**src/rtl/mfda_route_pkg.sv**
```systemverilog
// Shared types and constants for the chip flow-switch route sequencer.
// Latency: n/a (types and constants only).
// Backpressure: n/a.
package mfda_route_pkg;

    localparam int NUM_SW_DEFAULT = 13;

    // Port 0 of the 3-port switch has no channel behind it.
    localparam logic [1:0] SEL_UNCONNECTED_3P = 2'd0;

    typedef logic [1:0] sw_sel_t;

    typedef enum logic [1:0] {
        IDLE    = 2'd0,
        ACTUATE = 2'd1,
        SETTLE  = 2'd2,
        DONE    = 2'd3
    } route_state_t;

    function automatic logic id_in_range(input logic [3:0] id, input int num_sw);
        return int'(id) < num_sw;
    endfunction

endpackage

```
**src/rtl/switch_route_sequencer_settle_timer.sv**
```systemverilog
// Valve settle down-counter: load a start value, count down to zero, flag zero.
// Latency: count updates on the edge after load/dec; zero is combinational from the count.
// Backpressure: none; dec below zero is ignored so the counter parks at 0.
//
// Ports:
//   clk, rst      clock, synchronous active-high reset (count -> 0)
//   clr           synchronous clear (count -> 0), used on abort
//   load/load_val load the 16-bit start value
//   dec           decrement by one
//   zero          count == 0
module settle_timer (
    input  logic        clk,
    input  logic        rst,
    input  logic        clr,
    input  logic        load,
    input  logic [15:0] load_val,
    input  logic        dec,
    output logic        zero
);

    logic [15:0] count_q;

    always_ff @(posedge clk) begin
        if (rst || clr) begin
            count_q <= '0;
        end else if (load) begin
            count_q <= load_val;
        end else if (dec && (count_q != 16'd0)) begin
            count_q <= count_q - 16'd1;
        end
    end

    assign zero = (count_q == 16'd0);

endmodule

```
**src/rtl/switch_route_sequencer.sv**
```systemverilog
// Route sequencer: applies one switch actuate/release command, waits for valves to settle.
// Latency: accept edge to route_done-high cycle is SETTLE_CYCLES+2 cycles.
// Backpressure: cmd_ready only in IDLE with abort low; one command in flight at a time.
//
// Optional feature macro: ROUTE_CHECK_EN (reject out-of-range ids and the
// unconnected port of the 3-port switch with a one-cycle cmd_err pulse).
//
// Ports:
//   clk, rst                     clock, synchronous active-high reset
//   cmd_valid/cmd_ready          command handshake
//   cmd_id, cmd_sel, cmd_release target switch, port, release(1)/actuate(0)
//   abort                        clear all valves and cancel the current command
//   sw_sel[2*NUM_SW-1:0]         per-switch port select, switch k at [2k+1:2k]
//   sw_en[NUM_SW-1:0]            per-switch valve pressurized
//   busy, route_done, cmd_err    status: not idle, settle complete pulse, reject pulse
module switch_route_sequencer
    import mfda_route_pkg::*;
#(
    parameter int NUM_SW        = NUM_SW_DEFAULT,
    parameter int SETTLE_CYCLES = 16
) (
    input  logic                  clk,
    input  logic                  rst,
    input  logic                  cmd_valid,
    output logic                  cmd_ready,
    input  logic [3:0]            cmd_id,
    input  logic [1:0]            cmd_sel,
    input  logic                  cmd_release,
    input  logic                  abort,
    output logic [2*NUM_SW-1:0]   sw_sel,
    output logic [NUM_SW-1:0]     sw_en,
    output logic                  busy,
    output logic                  route_done,
    output logic                  cmd_err
);

    localparam logic [15:0] SETTLE_LOAD = 16'(SETTLE_CYCLES - 1);

    route_state_t state_q, state_d;

    logic [3:0] id_q;
    sw_sel_t    sel_q;
    logic       release_q;

    logic accept;
    logic cmd_ok;
    logic timer_load, timer_dec, timer_zero;

    assign cmd_ready  = (state_q == IDLE) && !abort && !rst;
    assign accept     = cmd_valid && cmd_ready;
    assign busy       = (state_q != IDLE);
    assign route_done = (state_q == DONE);

`ifdef ROUTE_CHECK_EN
    // Bad commands are still handshaken so the producer never stalls on them.
    assign cmd_ok = id_in_range(cmd_id, NUM_SW) &&
                    !(!cmd_release && (int'(cmd_id) == NUM_SW - 1) &&
                      (cmd_sel == SEL_UNCONNECTED_3P));

    logic cmd_err_q;

    always_ff @(posedge clk) begin
        if (rst) begin
            cmd_err_q <= 1'b0;
        end else begin
            cmd_err_q <= accept && !cmd_ok;
        end
    end

    assign cmd_err = cmd_err_q;
`else
    assign cmd_ok  = 1'b1;
    assign cmd_err = 1'b0;
`endif

    // State register
    always_ff @(posedge clk) begin
        if (rst) begin
            state_q <= IDLE;
        end else begin
            state_q <= state_d;
        end
    end

    // Next state and timer controls
    always_comb begin
        state_d    = state_q;
        timer_load = 1'b0;
        timer_dec  = 1'b0;

        case (state_q)
            IDLE: begin
                if (accept && cmd_ok) begin
                    state_d = ACTUATE;
                end
            end
            ACTUATE: begin
                timer_load = 1'b1;
                state_d    = SETTLE;
            end
            SETTLE: begin
                if (timer_zero) begin
                    state_d = DONE;
                end else begin
                    timer_dec = 1'b1;
                end
            end
            DONE: begin
                state_d = IDLE;
            end
            default: begin
                state_d = IDLE;
            end
        endcase

        // Abort skips DONE entirely, so no route_done follows it.
        if (abort) begin
            state_d    = IDLE;
            timer_load = 1'b0;
            timer_dec  = 1'b0;
        end
    end

    // Command capture and switch output registers
    always_ff @(posedge clk) begin
        if (rst) begin
            id_q      <= '0;
            sel_q     <= '0;
            release_q <= 1'b0;
            sw_sel    <= '0;
            sw_en     <= '0;
        end else begin
            if (accept) begin
                id_q      <= cmd_id;
                sel_q     <= cmd_sel;
                release_q <= cmd_release;
            end

            if (abort) begin
                // Selects are kept so a later re-pressurize lands on the same port.
                sw_en <= '0;
            end else if ((state_q == ACTUATE) && id_in_range(id_q, NUM_SW)) begin
                for (int k = 0; k < NUM_SW; k++) begin
                    if (int'(id_q) == k) begin
                        if (release_q) begin
                            sw_en[k] <= 1'b0;
                        end else begin
                            sw_sel[2*k +: 2] <= sel_q;
                            sw_en[k]         <= 1'b1;
                        end
                    end
                end
            end
        end
    end

    settle_timer u_settle_timer (
        .clk      (clk),
        .rst      (rst),
        .clr      (abort),
        .load     (timer_load),
        .load_val (SETTLE_LOAD),
        .dec      (timer_dec),
        .zero     (timer_zero)
    );

endmodule

```
**config.mk**
```make
export PLATFORM = sky130hd
export DESIGN_NAME = switch_route_sequencer
export DESIGN_NICKNAME = d
export VERILOG_FILES = /design/src/rtl/mfda_route_pkg.sv /design/src/rtl/switch_route_sequencer_settle_timer.sv /design/src/rtl/switch_route_sequencer.sv
export SDC_FILE = /design/constraint.sdc
export NUM_CORES = 1
export LEC_CHECK = 0
export BUFFER_PORTS_ARGS = -buffer_cell sky130_fd_sc_hd__buf_2
export CORE_UTILIZATION = 45
export DETAILED_ROUTE_END_ITERATION = 16
export PLACE_DENSITY_LB_ADDON = 0.08
export SLEW_MARGIN = 20
export SYNTH_ARGS = -nofsm -noshare
export SYNTH_HDL_FRONTEND = slang
export SYNTH_SLANG_ARGS = --single-unit
```
**constraint.sdc**
```tcl
create_clock -name clk -period 2.13 [get_ports clk]
set_input_delay 0.1065 -clock clk [delete_from_list [all_inputs] [get_ports clk]]
set_output_delay 0.1065 -clock clk [all_outputs]
set_load 0.02 [all_outputs]
```
== Yosys cells after proc, flatten, opt, wreduce, memory -nomap -nowiden ==
Cells that the tools add are included.
Widths: inputs -> output; s select.

* Latch bits: 0
* Input bits: 11
* Memories kept: 0
* Register bits: 64
* Word-level logic and storage cells: 107
* Bits in read-only memories: 0
* Output and inout bits: 43
* Memory bits (writable): 0

* Divide/modulo/power cells: 0
* $add $sub $neg: 1
* Bitwise operators: 2
* Muxes and demuxes: 11
* Order comparisons: 1
* Shift-type cells: 0
* Reduce and logical (&&, ||, !) cells: 43
* Multipliers: 0
* Equal/unequal tests: 17

{| class="wikitable"
|+ Operators with widths
! kind !! count
|-
| $reduce_and 4->1 || 13
|-
| $eq 4x4->1 const B || 8
|-
| $reduce_and 2->1 || 14
|-
| $logic_not 16->1 || 1
|-
| $reduce_bool 16->1 || 1
|-
| $sub 16x1->16 const B || 1
|-
| $eq 4x3->1 const B || 3
|-
| $mux 4 || 2
|-
| $pmux 2 s4 || 1
|-
| $mux 1 || 6
|-
| $logic_and 1x1->1 || 5
|-
| $eq 2x2->1 const B || 2
|-
| $eq 4x2->1 const B || 1
|-
| $logic_not 4->1 || 1
|-
| $lt 4x4->1 const B || 1
|-
| $mux 2 || 2
|-
| $ne 2x2->1 const B || 2
|-
| $reduce_bool 2->1 || 2
|-
| $reduce_or 2->1 || 2
|-
| $eq 2x1->1 const B || 1
|-
| $logic_not 1->1 || 2
|-
| $logic_not 2->1 || 1
|-
| $not 1->1 || 2
|-
| $logic_or 1x1->1 || 1
|}

== Depth between registers and ports, before layout ==
* Word-level depth: 7
* Gate-level depth with buffers: 8
* Depth with buffers taken out: 7

== Modules after synthesis ==
A second synthesis with hierarchy kept.

* Cells, all modules: 351
* Area, all modules: 3198.1 um2

{| class="wikitable"
|+ By module, submodules not included
! module !! cells an instance !! instances !! area each (um2) !! sequential area each (um2)
|-
| switch_route_sequencer || 216 || 1 || 2127.0 || 960.9
|-
| settle_timer || 135 || 1 || 1071.0 || 320.3
|}

== Worst setup path before layout ==
Ideal clock, no wire load.

* Path kind: reg2reg
* Start: register state_q[0]
* End: register u_settle_timer.count_q[11]
* Required time: 2.014 ns
* Cell stages (with the launch flop): 8
* Setup time: 0.116 ns
* Clock period less this slack: 1.939 ns
* Slack: 0.191 ns
* Arrival time: 1.823 ns
* Buffers on the path: 0
* Cell sequence: dfxtp_1 > inv_1 > ha_1 > nor4b_2 > nand3b_1 > a2111oi_4 > a211oi_2 > a31o_1

* Word-level cells in the longest chain between the ends: 4
* Elaborated cells between the ends (all ways): 8
* Classes of those cells: eq/ne: 2; mux: 4; reduce/logical: 2

{| class="wikitable"
|+ Ends and longest elaborated chain
! element !! RTL line !! source
|-
| start: declaration || switch_route_sequencer.sv:39 || <nowiki>route_state_t state_q, state_d;</nowiki>
|-
| start signal: assignment || switch_route_sequencer.sv:81 || <nowiki>state_q <= state_d;</nowiki>
|-
| $eq 2x1->1 / $eq 2x2->1 (equally long branches) || switch_route_sequencer.sv:91 || <nowiki>case (state_q)</nowiki>
|-
| $mux 1 || switch_route_sequencer.sv:91 ||
|-
| $mux 1 || switch_route_sequencer.sv:117 || <nowiki>if (abort) begin</nowiki>
|-
| $reduce_or 2->1 (no line) / $logic_and 1x1->1 (equally long branches) || - ||
|-
| end signal: assignment || switch_route_sequencer_settle_timer.sv:27 || <nowiki>count_q <= load_val;</nowiki>
|-
| end signal: assignment || switch_route_sequencer_settle_timer.sv:29 || <nowiki>count_q <= count_q - 16'd1;</nowiki>
|-
| end: declaration || switch_route_sequencer_settle_timer.sv:21 || <nowiki>logic [15:0] count_q;</nowiki>
|}

Several ways; a longest one is shown, not always the timed one.
A chain may end at the register's enable or synchronous reset.

== Worst setup path in the final report ==
* Start: register state_q[0]
* End: register u_settle_timer.count_q[7]

Same word-level chain as after synthesis.

==> flow_metrics.py <==
metrics = {
    "status": {
        "status": "finished, final reports clean",
    },
    "routing": {
        "via_per_inst": 5.228,
        "drt_wl_total_mm": 6.335,
        "dr.first_iter.drc_count": 73,
        "wl_per_cell_um": 13.62,
        "firstDrtPassIters": 4,
        "antenna_left": 0,
        "vias": 2431,
        "drc_errors": 0,
    },
    "synthesis": {
        "syn_area_per_cell_sq_um": 8.570,
        "synth_largest_area_cell": "dfxtp_1",
        "yosysTopAreaCellShare_pct": 45.03,
        "synth-seq-area-share_pct": 45.03,
        "synth_flop_cell": "dfxtp_1",
        "synth.distinct_cells": 47,
        "synthCells": 332,
        "ys_ff_latch": 64,
        "ys_warn_count": 0,
        "syn_area_sq_mm": 0.002845,
        "synthTopCellsByCount": "64 x dfxtp_1, 42 x a21oi_1, 42 x nand2_1",
        "synth-edff-count": 0,
        "synthArstFlopShare_pct": 0,
        "synth_most_common_cell": "dfxtp_1",
        "synth_nets": 348,
        "synth_area_leaders": "dfxtp_1 45%, a21oi_1 7.4%, nand2_1 5.5%",
    },
    "die": {
        "ioPinCount": 54,
        "rows": 28,
        "start_util_pct": 47.22,
        "die_w_um": 81.52,
        "core-area_sq_mm": 0.006026,
        "die-area_sq_mm": 0.006645,
        "die_y_um": 81.52,
    },
    "finish": {
        "drive_gt1_share_pct": 22.82,
        "area_growth_pct": 19.35,
        "fin_nets": 401,
        "diodes": 0,
    },
    "setup_path": {
        "cpMaxStageDelayCell": "a2111oi_2",
        "cp-endpoint": "u_settle_timer.count_q[7]",
        "r2r_end": "u_settle_timer.count_q[7]",
        "endpoint_kind": "flop",
        "setup.worst_path.start": "state_q[0]",
        "reg2reg_depth": 8,
        "critPathMaxFanout": 4,
        "critical_path_class": "flop to flop",
        "worstPathCellList": "inv_1 -> ha_1 -> nor4b_2 -> nand3b_1 -> buf_4 -> a2111oi_2 -> xnor2_1 -> nor2_1",
        "timing.rr.start": "state_q[0]",
        "r2r_slack_ps": 180,
        "arrival_ps": 2160,
        "critPathMaxStageDelay_ps": 360,
        "worstSetupStartpointType": "flop",
        "critPathRequiredTime_ps": 2340,
    },
    "sta": {
        "fin_tns_setup_ps": 0,
        "worst_slew_pin_slew_ps": 542.6,
        "period_share_pct": 91.48,
        "setup_viol": 0,
        "fin_crit_ps": 1948,
        "fin_worst_skew_ps": 6.960,
        "hold_viol_final": 0,
        "relSlewSlack_pct": 63.77,
        "rsz0062_at_grt": "false",
        "report.final.slew_viol_count": 0,
        "fin_ws_ps": 181.6,
        "fmax_mhz": 513.2,
    },
    "pwr": {
        "powerDensity_mw_per_mm2": 692.1,
        "max-vdd-ir-drop_mv": 0.5059,
        "p_seq_share_pct": 52.0,
        "p_sw_w": 0.0006252,
        "combPwrFrac_pct": 5.9,
        "p_leak_nw": 1.321,
        "pwr-share-clk_pct": 42.1,
        "intPower_w": 0.001725,
        "switching_share_pct": 26.60,
    },
    "cts": {
        "ctsResizeCount": 0,
        "clk_pin_slew_ps": 80,
        "cts_tree": "done",
        "cts_max_level": 3,
        "cts.path.max_buffers": 2,
        "numCtsBuffers": 9,
        "clkSinkCount": 64,
        "cts_root_buf": "clkbuf_8",
        "insertion_delay_ps": 340,
    },
    "global_route": {
        "grt_max_degree": 25,
        "grt_antenna_before_repair": 0,
        "grt_pass1_vias": 2307,
        "grt.total_usage_pct": 21.09,
        "grt_pass1_wl_mm": 10.61,
        "overflow": 0,
    },
    "placement": {
        "finalWeightedCongestion": 0.7343,
        "hpwlAfterDp_mm": 4.404,
        "io_buffers": 52,
        "pre_cts_ws_ps": 112.6,
    },
    "hold_path": {
        "hold_class": "input port to flop",
    },
    "job": {
        "drv_cap": 0,
    },
}
critical path, delay by kind of cell, from the launching register on:
kind | cells | cell delay, ps
simple gates | 3 | 510
compound gates | 1 | 360
flops | 1 | 350
buf+inv | 2 | 270
fa+ha+maj | 1 | 160
xor+xnor | 1 | 160
logic make-up (layout without fill, tap and decap cells):
family	Yosys count	count (layout)	share of synthesized area [%]
AND/OR/NAND/NOR	142	142	25.20
AO/OA/AOI/OAI	66	66	15.30
flip-flops	64	64	45.03
buffers and inverters	32	90	4.661
multiplexers	15	15	5.321
XOR/XNOR	7	7	2.155
adder cells (fa/ha/maj)	5	5	2.199
other	1	1	0.1318
state kept, by name, summed over array words and instances, names as in the netlist:
signal                  count
sw_sel                     26
u_settle_timer.count_q     16
sw_en                      13
id_q                        4
sel_q                       2
state_q                     2
release_q                   1
how the worst min path moves through the flow:
stage / endpoint / cells after the start / start / slack (ps)
global placement: release_q / 3 / cmd_release / 340
detailed placement: release_q / 3 / cmd_release / 350
floorplan: id_q[0] / 2 / cmd_id[0] / 250
CTS: id_q[3] / 3 / cmd_id[3] / 1
finish: id_q[3] / 3 / cmd_id[3] / 7
global route: sel_q[1] / 3 / cmd_sel[1] / 6
power groups by stage:
stage / Clock, W / Combinational, W / Sequential [W]
after global placement: 0 / 0.000129 / 0.00125
after CTS: 0.00102 / 0.000136 / 0.00122
after detailed placement: 0 / 0.000130 / 0.00125
after global routing: 0.00106 / 0.000153 / 0.00122
after floorplan: 0 / 0.000100 / 0.00124
final: 0.000991 / 0.000138 / 0.00122
per-layer routing:
| layer | share of wire, % | global-route usage [%] | wire (um) | vias up |
|---|---|---|---|---|
| met5 | 0 | 0 | 0 | - |
| met4 | 0.95 | 6.964 | 60 | 0 |
| met3 | 6.2 | 8.778 | 393 | 6 |
| met2 | 47 | 33.58 | 2972 | 53 |
| met1 | 46 | 25.56 | 2909 | 1105 |
| li1 | - | - | - | 1267 |
per-stage QoR:
stage	instance area (sq um)	total power [W]	hold WS, ps	util, %	instances
2_1_floorplan	2845	0.001342	253.9	-	332
3_3_place_gp	3161	0.001379	341.0	52.45	444
3_5_place_dp	3161	0.001380	352.0	52.45	444
4_1_cts	3388	0.002380	1.008	56.23	464
5_1_grt	3396	0.002436	5.968	56.35	465
6_report	3396	0.002350	7.088	56.35	465
layout make-up:
class | count | area, sq um
Tap cell | 75 | 93.84
Timing Repair Buffer | 65 | 367.9
Sequential cell | 64 | 1281
Clock buffer | 10 | 137.6
Inverter | 9 | 33.78
Clock inverter | 6 | 50.05
Fill cell | 560 | 2630
Multi-Input combinational cell | 236 | 1431
cell usage in the layout (no fill, tap or decap), types with 6 or more instances in the layout:
master	instances
dfxtp_1	64
buf_2	52
nand2_1	42
a21oi_1	42
nor2_1	32
nand3_1	25
mux2i_1	14
clkbuf_8	10
inv_1	9
buf_4	9
xnor2_1	7
o21ai_0	6
nor3_1	6
a311oi_1	6
what timing repair did:
item / 4_1_cts / 5_1_grt
setup endpoints to repair: 0 / 2
setup buffers: 0 / 1
hold buffers: 4 / 0
hold endpoints to repair: 4 / 0
No activity file was read; power rests on OpenSTA's default activity.
